[src/rtl/alu_issue_pkg.sv]
// Shared definitions for the ALU issue/writeback sequencer: opcodes,
// FSM state encoding and default datapath geometry.
package alu_issue_pkg;

  // Default geometry; the ALU is 8 bits wide with 8 architectural registers.
  localparam int DW_DEF    = 8;
  localparam int NREGS_DEF = 8;
  localparam int AW_DEF    = 3;

  // ALU opcodes as understood by the downstream registered ALU.
  localparam logic [2:0] OP_ADD = 3'b000;
  localparam logic [2:0] OP_AND = 3'b001;
  localparam logic [2:0] OP_OR  = 3'b010;
  localparam logic [2:0] OP_SUB = 3'b011;
  localparam logic [2:0] OP_XOR = 3'b100;
  localparam logic [2:0] OP_SLT = 3'b101;
  localparam logic [2:0] OP_NOR = 3'b110;

  // Sequencer states: wait for an instruction, let the ALU compute, write back.
  typedef enum logic [1:0] {
    S_IDLE = 2'd0,
    S_EXEC = 2'd1,
    S_WB   = 2'd2
  } state_t;

endpackage

[src/rtl/alu_regfile.sv]
// Architectural register file for the ALU sequencer: two combinational
// operand read ports, one debug read port and one synchronous write port.
// Register 0 is hardwired to zero; writes addressed to it are dropped.
module alu_regfile
  import alu_issue_pkg::*;
#(
  parameter int DW    = DW_DEF,
  parameter int NREGS = NREGS_DEF,
  parameter int AW    = AW_DEF
) (
  input  logic          clk,
  input  logic          rst,
  input  logic          we,
  input  logic [AW-1:0] waddr,
  input  logic [DW-1:0] wdata,
  input  logic [AW-1:0] raddr_a,
  output logic [DW-1:0] rdata_a,
  input  logic [AW-1:0] raddr_b,
  output logic [DW-1:0] rdata_b,
  input  logic [AW-1:0] dbg_raddr,
  output logic [DW-1:0] dbg_rdata
);

  logic [DW-1:0] regs [NREGS];

  // Storage: cleared on reset, written on we unless the target is R0.
  always_ff @(posedge clk or posedge rst) begin
    if (rst) begin
      for (int i = 0; i < NREGS; i++) begin
        regs[i] <= '0;
      end
    end else if (we && (waddr != '0)) begin
      regs[waddr] <= wdata;
    end
  end

  // Read ports force R0 to zero so the hardwired value never depends on storage.
  always_comb begin
    rdata_a   = (raddr_a   == '0) ? '0 : regs[raddr_a];
    rdata_b   = (raddr_b   == '0) ? '0 : regs[raddr_b];
    dbg_rdata = (dbg_raddr == '0) ? '0 : regs[dbg_raddr];
  end

endmodule

[src/rtl/alu_issue_ctrl.sv]
// Operand-issue and writeback sequencer wrapped around a registered ALU.
// One instruction is accepted at a time: operands are read and presented
// to the ALU, the ALU result arrives one cycle later and is written back
// with status flags, giving one instruction every three cycles.
// Optional feature macro: ALU_ISSUE_IMM_EN adds an immediate B operand.
module alu_issue_ctrl
  import alu_issue_pkg::*;
#(
  parameter int DW    = DW_DEF,
  parameter int NREGS = NREGS_DEF,
  parameter int AW    = AW_DEF
) (
  input  logic          clk,
  input  logic          rst,
  input  logic          instr_valid,
  output logic          instr_ready,
  input  logic [2:0]    instr_op,
  input  logic [AW-1:0] instr_rd,
  input  logic [AW-1:0] instr_rs1,
  input  logic [AW-1:0] instr_rs2,
`ifdef ALU_ISSUE_IMM_EN
  input  logic          instr_imm_sel,
  input  logic [DW-1:0] instr_imm,
`endif
  input  logic          wr_en,
  input  logic [AW-1:0] wr_addr,
  input  logic [DW-1:0] wr_data,
  output logic [DW-1:0] alu_a,
  output logic [DW-1:0] alu_b,
  output logic [2:0]    alu_op,
  input  logic [DW-1:0] alu_result,
  input  logic          alu_carry,
  input  logic          alu_overflow,
  output logic          done,
  output logic          flag_z,
  output logic          flag_c,
  output logic          flag_v,
  input  logic [AW-1:0] dbg_raddr,
  output logic [DW-1:0] dbg_rdata
);

  state_t        state;
  logic [AW-1:0] rd_q;
  logic [DW-1:0] rs1_data;
  logic [DW-1:0] rs2_data;
  logic [DW-1:0] b_operand;
  logic          accept;
  logic          rf_we;
  logic [AW-1:0] rf_waddr;
  logic [DW-1:0] rf_wdata;

  // A preload in IDLE wins over an instruction so the two never collide on the write port.
  assign instr_ready = (state == S_IDLE) && !wr_en;
  assign accept      = instr_valid && instr_ready;

  // B operand source: register rs2, or the immediate when that feature is built in.
`ifdef ALU_ISSUE_IMM_EN
  always_comb begin
    b_operand = instr_imm_sel ? instr_imm : rs2_data;
  end
`else
  always_comb begin
    b_operand = rs2_data;
  end
`endif

  // Single write port shared by writeback (in WB) and preload (only honoured in IDLE).
  always_comb begin
    rf_we    = 1'b0;
    rf_waddr = wr_addr;
    rf_wdata = wr_data;
    if (state == S_WB) begin
      rf_we    = 1'b1;
      rf_waddr = rd_q;
      rf_wdata = alu_result;
    end else if ((state == S_IDLE) && wr_en) begin
      rf_we    = 1'b1;
    end
  end

  alu_regfile #(
    .DW    (DW),
    .NREGS (NREGS),
    .AW    (AW)
  ) u_regfile (
    .clk       (clk),
    .rst       (rst),
    .we        (rf_we),
    .waddr     (rf_waddr),
    .wdata     (rf_wdata),
    .raddr_a   (instr_rs1),
    .rdata_a   (rs1_data),
    .raddr_b   (instr_rs2),
    .rdata_b   (rs2_data),
    .dbg_raddr (dbg_raddr),
    .dbg_rdata (dbg_rdata)
  );

  // Sequencer FSM with registered ALU drive, destination latch, flags and done pulse.
  always_ff @(posedge clk or posedge rst) begin
    if (rst) begin
      state  <= S_IDLE;
      rd_q   <= '0;
      alu_a  <= '0;
      alu_b  <= '0;
      alu_op <= '0;
      done   <= 1'b0;
      flag_z <= 1'b0;
      flag_c <= 1'b0;
      flag_v <= 1'b0;
    end else begin
      done <= 1'b0;
      case (state)
        S_IDLE: begin
          if (accept) begin
            alu_a  <= rs1_data;
            alu_b  <= b_operand;
            alu_op <= instr_op;
            rd_q   <= instr_rd;
            state  <= S_EXEC;
          end
        end
        S_EXEC: begin
          state <= S_WB;
        end
        S_WB: begin
          // The ALU's own zero output lags a cycle, so zero is derived from the result here.
          flag_z <= (alu_result == '0);
          flag_c <= alu_carry;
          flag_v <= alu_overflow;
          done   <= 1'b1;
          state  <= S_IDLE;
        end
        default: begin
          state <= S_IDLE;
        end
      endcase
    end
  end

endmodule
[config.mk]
export PLATFORM = sky130hd
export DESIGN_NAME = alu_issue_ctrl
export DESIGN_NICKNAME = d
export VERILOG_FILES = /design/src/rtl/alu_issue_pkg.sv /design/src/rtl/alu_regfile.sv /design/src/rtl/alu_issue_ctrl.sv
export SDC_FILE = /design/constraint.sdc
export NUM_CORES = 1
export LEC_CHECK = 0
export BUFFER_PORTS_ARGS = -buffer_cell sky130_fd_sc_hd__clkbuf_2
export CORE_ASPECT_RATIO = 1.1
export CORE_MARGIN = 8
export CORE_UTILIZATION = 55
export DETAILED_ROUTE_END_ITERATION = 7
export GPL_TIMING_DRIVEN = 0
export HOLD_SLACK_MARGIN = 0.1
export PLACE_DENSITY = 0.75
export SETUP_SLACK_MARGIN = 0.5
export SYNTH_ARGS = -nofsm -noshare
export SYNTH_HDL_FRONTEND = slang
export SYNTH_SLANG_ARGS = --single-unit
[constraint.sdc]
create_clock -name clk -period 8.2 [get_ports clk]
set_clock_uncertainty 0.2 [all_clocks]
set_input_delay 2.05 -clock clk [delete_from_list [all_inputs] [get_ports clk]]
set_output_delay 2.05 -clock clk [all_outputs]
set_load 0.02 [all_outputs]
# Word-level counts from Yosys, hierarchy flattened
# Cells that the tools add are included.
# classes
bitwise_logic,4
muxes,22
magnitude_cmp,5
eq_ne,3
n_reduce_logical,13
# op_table
cell,n
8-bit two-way mux,11
8-bit binary-select mux with 3-bit select,3
64-bit bitwise mux,1
8-bit demux with 3-bit select,1
"4-bit >= comparator, second input constant",4
3-bit NOT with 4-bit output,4
3-bit logical NOT,3
8-bit logical NOT,1
1-bit logical AND,5
"4-bit by 1-bit < comparator with 1-bit output, second input constant",1
2-bit one-hot mux with 2 select lines,1
1-bit two-way mux,3
3-bit two-way mux,1
3-bit nonzero test,1
"2-bit by 1-bit == test with 1-bit output, second input constant",1
"2-bit == test, second input constant",1
2-bit logical NOT,1
2-bit two-way mux,1
"2-bit != test, second input constant",1
2-bit AND reduction,1
1-bit logical NOT,1
# word_totals
elab_cells,64
in_bits,40
output_inout_bits,32
register_bits,92

# Logic depth before layout (Yosys ltp)
# Gate-level depths: netlist of run 1.
# depth
depth_word,8
depth_mapped,6
mapped_depth_nobuf,5

# Hierarchy
# From an unflattened synthesis of run 1, not the netlist that was laid out.
# hier_totals
cells_unflattened,374
hier_area_um2,5072.4
# modules_own_cells
module,seq_area_each_um2,n_inst,area_per_inst_um2,cells_each
alu_regfile,1401.3,1,3767.4,294
alu_issue_ctrl,700.7,1,1305.0,80

# Least setup slack after synthesis of run 1
# OpenSTA, ideal clock, no wires.
# synth_path
path_type,input to output
from,input dbg_raddr[0]
to,output dbg_rdata[5]
path_stages,5
setup_slack_ps,2754
n_path_buf,2
arrival_time_ps,3196
required_time_ps,5950
path_cell_list,buf_2 -> clkbuf_1 -> mux4_2 -> inv_1 -> a21oi_1
# synth_between
elab_chain_cells,5
word_cells_on_any_way,6
classes_between,4 x mux; 1 x bitwise; 1 x reduce/logical
# synth_lines
item,line_no,text
"start, declared",alu_issue_ctrl.sv:38,"input logic [AW-1:0] dbg_raddr,"
3-bit NOT with 4-bit output (not written as such),alu_regfile.sv:41,dbg_rdata = (dbg_raddr == '0) ? '0 : regs[dbg_raddr];
8-bit binary-select mux with 3-bit select,alu_regfile.sv:41,
8-bit two-way mux (not written as such) (2 in a row),alu_regfile.sv:41,
8-bit two-way mux *,alu_regfile.sv:41,
"end, declared",alu_issue_ctrl.sv:39,output logic [DW-1:0] dbg_rdata
# Mark *: on every way between the ends. The rest lies on a longest branch, timed or not. The select of a mux whose other input is x is not followed.

# Worst setup path after layout of run 1
# layout_path
from,input dbg_raddr[1]
to,output dbg_rdata[4]
# Same word-level chain as after synthesis.

==> flow_summary.toml, run 1 <==
[status]
status = "complete, no violations"

[place]
hpwlAfterDp_um = 9120
gp_congestion = 0.848
io_buffers = 64
place_inst = 554

[route]
avgViaCountPerCell = 6.34
wl_per_cell_um = 23.2
ant_nets = 0
vias = 3605
drt_iter0_markers = 233
firstDrtPassIters = 5
wirelength_um = 13200
drcViolationCount = 0

[pwr]
p_per_area_mw_per_mm2 = 278
ir_drop_mv = 0.199
leakage_nw = 2.48

[worst_setup_path]
reg2reg_slack_ps = 6050
reg2regPathDepth = 6
worstReg2RegEnd = "alu_a[1]"
crit_required_ps = 5950
critPathMaxFanout = 10
critical_path_class = "in -> out"
cp-start-kind = "primary input"
cp.arrival_ps = 3640
setup.worst_path.end_class = "output pin"
r2r_start = "state[1]"

[cells_and_area]
stdcell_count = 569
area_growth_pct = 14.2
drive_gt1_share_pct = 46.1
regArea_mm2 = 0.00210
layout.nets = 494
multi_input_area_mm2 = 0.00250
n_fill_cell = 652
n_antenna_cell = 0

[clocking]
clk_latency_ps = 360
clock_sinks = 84
postCtsSetupRepairBufs = 0
cts_root_buf = "clkbuf_8"
cts_hold_buf = 0
cts_buffer_depth = 2
cts.repair.resized = 0
cts_buffers = 9
cts_max_level = 3
clk_pin_slew_ps = 80
cts_tree = "done"

[grt]
use_met1_pct = 27.6
grt_max_degree = 48
grt.total_usage_pct = 22.6
grt_pass1_wl_um = 21000
use_met3_pct = 5.70
grt_pass1_vias = 3971
grt_busiest_layer = "met2"
overflow = 0
globalRouteMet2Util_pct = 35.4
antenna_found_initial = 0

[timing]
max_freq_mhz = 170
fin_crit_sh_pct = 71.8
rsz0062_at_grt = "false"
tns_ps = 0
finalCriticalPeriod_ps = 5890
setup_viol = 0
drv_slew = 0
maxSlewHeadroom_pct = 49.0
finalHoldViolCount = 0
tightest_slew_ps = 765

[yosys]
synth_nets = 418
syn-instance-count = 378
synth_area_leaders = "dfrtp_1 44%, mux2_2 17%, mux4_2 8.0%"
yosysTopAreaCell = "dfrtp_1"
ys_seq_area_share_pct = 44.0
synthFlopType = "dfrtp_1"
avgSynthCellArea_um2 = 12.6
synth_edf_count = 0
ys_types = 37
synth_top_area_share_pct = 44.0
yosysWarnings = 0
synthArstFlopShare_pct = 100
synth_common_cells = "84 x dfrtp_1, 71 x mux2_2, 35 x nand2_1"
synthesis.area_mm2 = 0.00477
ys_ff_latch = 84
synth_most_common_cell = "dfrtp_1"

[die]
row_count = 35
ios = 72
dieArea_mm2 = 0.0119
core_mm2 = 0.00841
start_util_pct = 56.8
dieWidth_um = 105
die_y_um = 114

[worst_hold_path]
min_path_cells = 2
hold_end = "alu_op[1]"
min_path_type = "reg -> reg"
hp-start = "alu_op[1]"

[job]
cap_violations = 0
-- sequential cells by signal (all words and copies together), names as in the netlist --
signal / count
state: 2
flag_z: 1
alu_a: 8
done: 1
rd_q: 3
alu_b: 8
u_regfile.regs: 56
flag_c: 1
flag_v: 1
alu_op: 3
-- per-stage QoR --
| stage | power (W) | cell area, µm² | utilization [%] | setup slack (ps) | hold slack [ps] |
|---|---|---|---|---|---|
| 2_1_floorplan | 0.00106 | 4770 | - | 2750 | 262 |
| 3_3_place_gp | 0.00119 | 5230 | 62.2 | 2340 | 259 |
| 3_5_place_dp | 0.00122 | 5260 | 62.6 | 2370 | 265 |
| 4_1_cts | 0.00151 | 5450 | 64.9 | 2360 | 283 |
| 5_1_grt | 0.00159 | 5450 | 64.9 | 2250 | 301 |
| 6_report | 0.00151 | 5450 | 64.9 | 2310 | 281 |
-- critical path, cell delays in order --
cell and delay (ps):
buf_2 220, buf_2 360, mux2_2 380, a221oi_1 290, a21oi_1 120, clkbuf_2 210
-- power breakdown --
| part | internal (W) | switching [W] | leakage, nW |
|---|---|---|---|
| logic | 0.000287 | 0.000230 | 1.38 |
| clock network | 0.000146 | 0.000151 | 0.0979 |
| registers | 0.000557 | 0.000143 | 1.00 |
-- per-layer routing --
layer	vias to the layer above	routed length, µm	part of all wire, %
met1	1798	5360	41
li1	1572	-	-
met5	-	0	0
met4	0	588	4.4
met3	46	939	7.1
met2	189	6330	48
-- area by class of cell --
class	count	area share (%)
flip-flops and latches	84	38.5
repair buffers	65	6.38
clock buffers	10	2.52
well taps	111	2.55
inverters	10	0.734
multi-input cells	259	45.9
clock inverters	5	0.964
plain buffers	25	2.41
-- kinds of logic (layout without fill, tap and decap cells) --
kind of cell           Yosys count  count (layout)  synth area share, %
DFF                             84              84                 44.0
AOI/OAI and AO/OA               59              59                 9.62
buffers and inverters           35             115                 3.54
and+or+nand+nor                 74              74                 8.20
muxes                          126             126                 34.6
-- placed cells by master, fill, tap and decap left out, drive strengths merged, types with 2 or more instances in the layout --
cell / Yosys / routed
clkbuf: 10 / 84
a221oi: 14 / 14
nor4: 2 / 2
inv: 10 / 10
a22oi: 8 / 8
nor3: 2 / 2
nor2b: 10 / 10
mux2i: 21 / 21
o31ai: 7 / 7
and2b: 2 / 2
buf: 15 / 16
nand4bb: 2 / 2
mux2: 88 / 88
a21oi: 9 / 9
nand2b: 3 / 3
dfrtp: 84 / 84
o221ai: 7 / 7
o22a: 7 / 7
o21ai: 6 / 6
nor2: 7 / 7
clkinv: 0 / 3
mux4: 17 / 17
nand2: 41 / 41
-- how the worst max path moves through the flow --
stage | to | start | cells after the start
after floorplan | dbg_rdata[5] | dbg_raddr[0] | 5
after global routing | dbg_rdata[4] | dbg_raddr[1] | 6
final | dbg_rdata[4] | dbg_raddr[1] | 6
after detailed placement | dbg_rdata[5] | dbg_raddr[1] | 6
after global placement | dbg_rdata[5] | dbg_raddr[1] | 6
after CTS | dbg_rdata[4] | dbg_raddr[1] | 6
Power figures use the tool's default switching activity.
==> run 2, diff against run 1 <==
--- a/config.mk
+++ b/config.mk
@@ -8,7 +8,7 @@
 export BUFFER_PORTS_ARGS = -buffer_cell sky130_fd_sc_hd__clkbuf_2
 export CORE_ASPECT_RATIO = 1.1
 export CORE_MARGIN = 8
-export CORE_UTILIZATION = 55
+export CORE_UTILIZATION = 52
 export DETAILED_ROUTE_END_ITERATION = 7
 export GPL_TIMING_DRIVEN = 0
 export HOLD_SLACK_MARGIN = 0.1
==> constraint.sdc (replaced) <==
create_clock -name clk -period 5.04 [get_ports clk]
set_clock_uncertainty 0.2 [all_clocks]
set_input_delay 1.26 -clock clk [delete_from_list [all_inputs] [get_ports clk]]
set_output_delay 1.26 -clock clk [all_outputs]
set_load 0.02 [all_outputs]
==> run 2 against run 1 <==
Against the previous run: first-iteration DRC count down 2.1%; setup slack worse by 1600 ps; via count is 0.72% lower; largest cell class unchanged; critical path type unchanged; register-to-register slack worse by 3200 ps.
==> flow_summary.toml, run 2 (synthesis gave the netlist of run 1 again) <==
[die]
start_util_pct = 53.5
ios = 72
dieArea_mm2 = 0.0125
core_mm2 = 0.00892
row_count = 36
dieWidth_um = 107
die_y_um = 117

[timing]
drv_slew = 0
tns_ps = 0
finalCriticalPeriod_ps = 4310
max_freq_mhz = 232
setup_viol = 0
tightest_slew_ps = 661
maxSlewHeadroom_pct = 55.9
postLayoutSetupSlackWorst_ps = 732
fin_crit_sh_pct = 85.5
finalHoldViolCount = 0
rsz0062_at_grt = "false"

[clocking]
clock_sinks = 84
clk_pin_slew_ps = 80
postCtsSetupRepairBufs = 0
cts_max_level = 3
cts_buffers = 9
cts_tree = "done"
cts_buffer_depth = 2
cts.repair.resized = 0
clk_latency_ps = 360
cts_root_buf = "clkbuf_8"
cts_hold_buf = 0

[pwr]
total_power_w = 0.00254
seqPwrFrac_pct = 44.9
leakage_nw = 2.49
intPower_w = 0.00168
power.share.switching_pct = 33.9
p_switching_w = 0.000861
p_clk_share_pct = 21.7
p_per_area_mw_per_mm2 = 463
combPwrFrac_pct = 33.4
ir_drop_mv = 0.199

[route]
firstDrtPassIters = 6
vias = 3579
wl_per_cell_um = 23.4
drcViolationCount = 0
wirelength_um = 13400
ant_nets = 0
avgViaCountPerCell = 6.26
drt_iter0_markers = 228

[worst_setup_path]
cp-start-kind = "primary input"
crit_slowest_cell = "mux2_2"
setup.worst_path.end_class = "output pin"
cp_common_cell = "buf_2"
cpPeakStageDelay_ps = 370
critPathMaxFanout = 10
reg2reg_slack_ps = 2900
cp.arrival_ps = 2850
crit_required_ps = 3580
cp_cell_sequence = "buf_2 -> buf_2 -> mux2_2 -> a221oi_1 -> a21oi_1 -> clkbuf_2"
critical_path_class = "in -> out"

[grt]
antenna_found_initial = 0
grt_pass1_vias = 3920
grt.total_usage_pct = 22.5
grt_max_degree = 44
grt_pass1_wl_um = 21200
overflow = 0

[cells_and_area]
layout.nets = 494
layout_common_cells = "84 x dfrtp_1, 71 x mux2_2, 64 x clkbuf_2"
final_common_cell = "dfrtp_1"
top_regs = "u_regfile.regs x56, alu_a x8, alu_b x8"
area_growth_pct = 14.9
largest-register = "u_regfile.regs"
drive_gt1_share_pct = 46.1
n_antenna_cell = 0
stdcell_count = 572
n_fill_cell = 732
largest_register_ffs = 56

[worst_hold_path]
min_path_type = "reg -> reg"

[job]
cap_violations = 0

[place]
io_buffers = 64
hpwlAfterDp_um = 9410
gp_congestion = 0.843
place_inst = 557
dp_slack_ps = 741

[status]
status = "complete, no violations"
run 2: through the flow:
| stage | area [µm²] | util [%] | hold WS, ps |
|---|---|---|---|
| floorplan | 4770 | - | 262 |
| global placement | 5240 | 58.7 | 259 |
| detailed placement | 5260 | 59.0 | 273 |
| CTS | 5480 | 61.5 | 292 |
| global route | 5480 | 61.5 | 323 |
| finish | 5480 | 61.5 | 289 |
run 2: metal layers:
metal	vias up	routed length (µm)	GRT usage, %
li1	1576	-	-
met1	1790	5460	27.6
met2	175	6490	36.3
met3	38	1030	5.41
met4	0	433	11.9
met5	-	0	0
run 2: area by class of cell:
cell class              count  area (µm²)  area share [%]
inverters                  10        40.0           0.730
flip-flops and latches     84        2100            38.3
plain buffers              25         131            2.40
clock buffers              11         151            2.76
well taps                 114         143            2.60
clock inverters             4        72.6            1.32
repair buffers             65         340            6.21
multi-input cells         259        2500            45.7
run 2: final timing paths:
kind	from	end	depth (start not counted)
hold reg to reg	alu_op[0]	alu_op[0]	2
setup / recovery	dbg_raddr[1]	dbg_rdata[5]	6
hold / removal	alu_op[0]	alu_op[0]	2
min in group asynchronous	rst	flag_c	2
max in group asynchronous	rst	u_regfile.regs[34]	3
setup reg to reg	state[1]	alu_a[0]	6
run 2: critical path, delay by kind of cell:
kind / cells / cell delay, ps
buffers and inverters: 3 / 780
AO/OA/AOI/OAI: 2 / 430
multiplexers: 1 / 370
run 2: power groups by stage:
stage	Sequential (W)	Clock, W	Combinational (W)
2_1_floorplan	0.00112	0	0.000597
3_3_place_gp	0.00112	0	0.000821
3_5_place_dp	0.00114	0	0.000848
4_1_cts	0.00113	0.000552	0.000853
5_1_grt	0.00116	0.000582	0.000918
6_report	0.00114	0.000550	0.000848
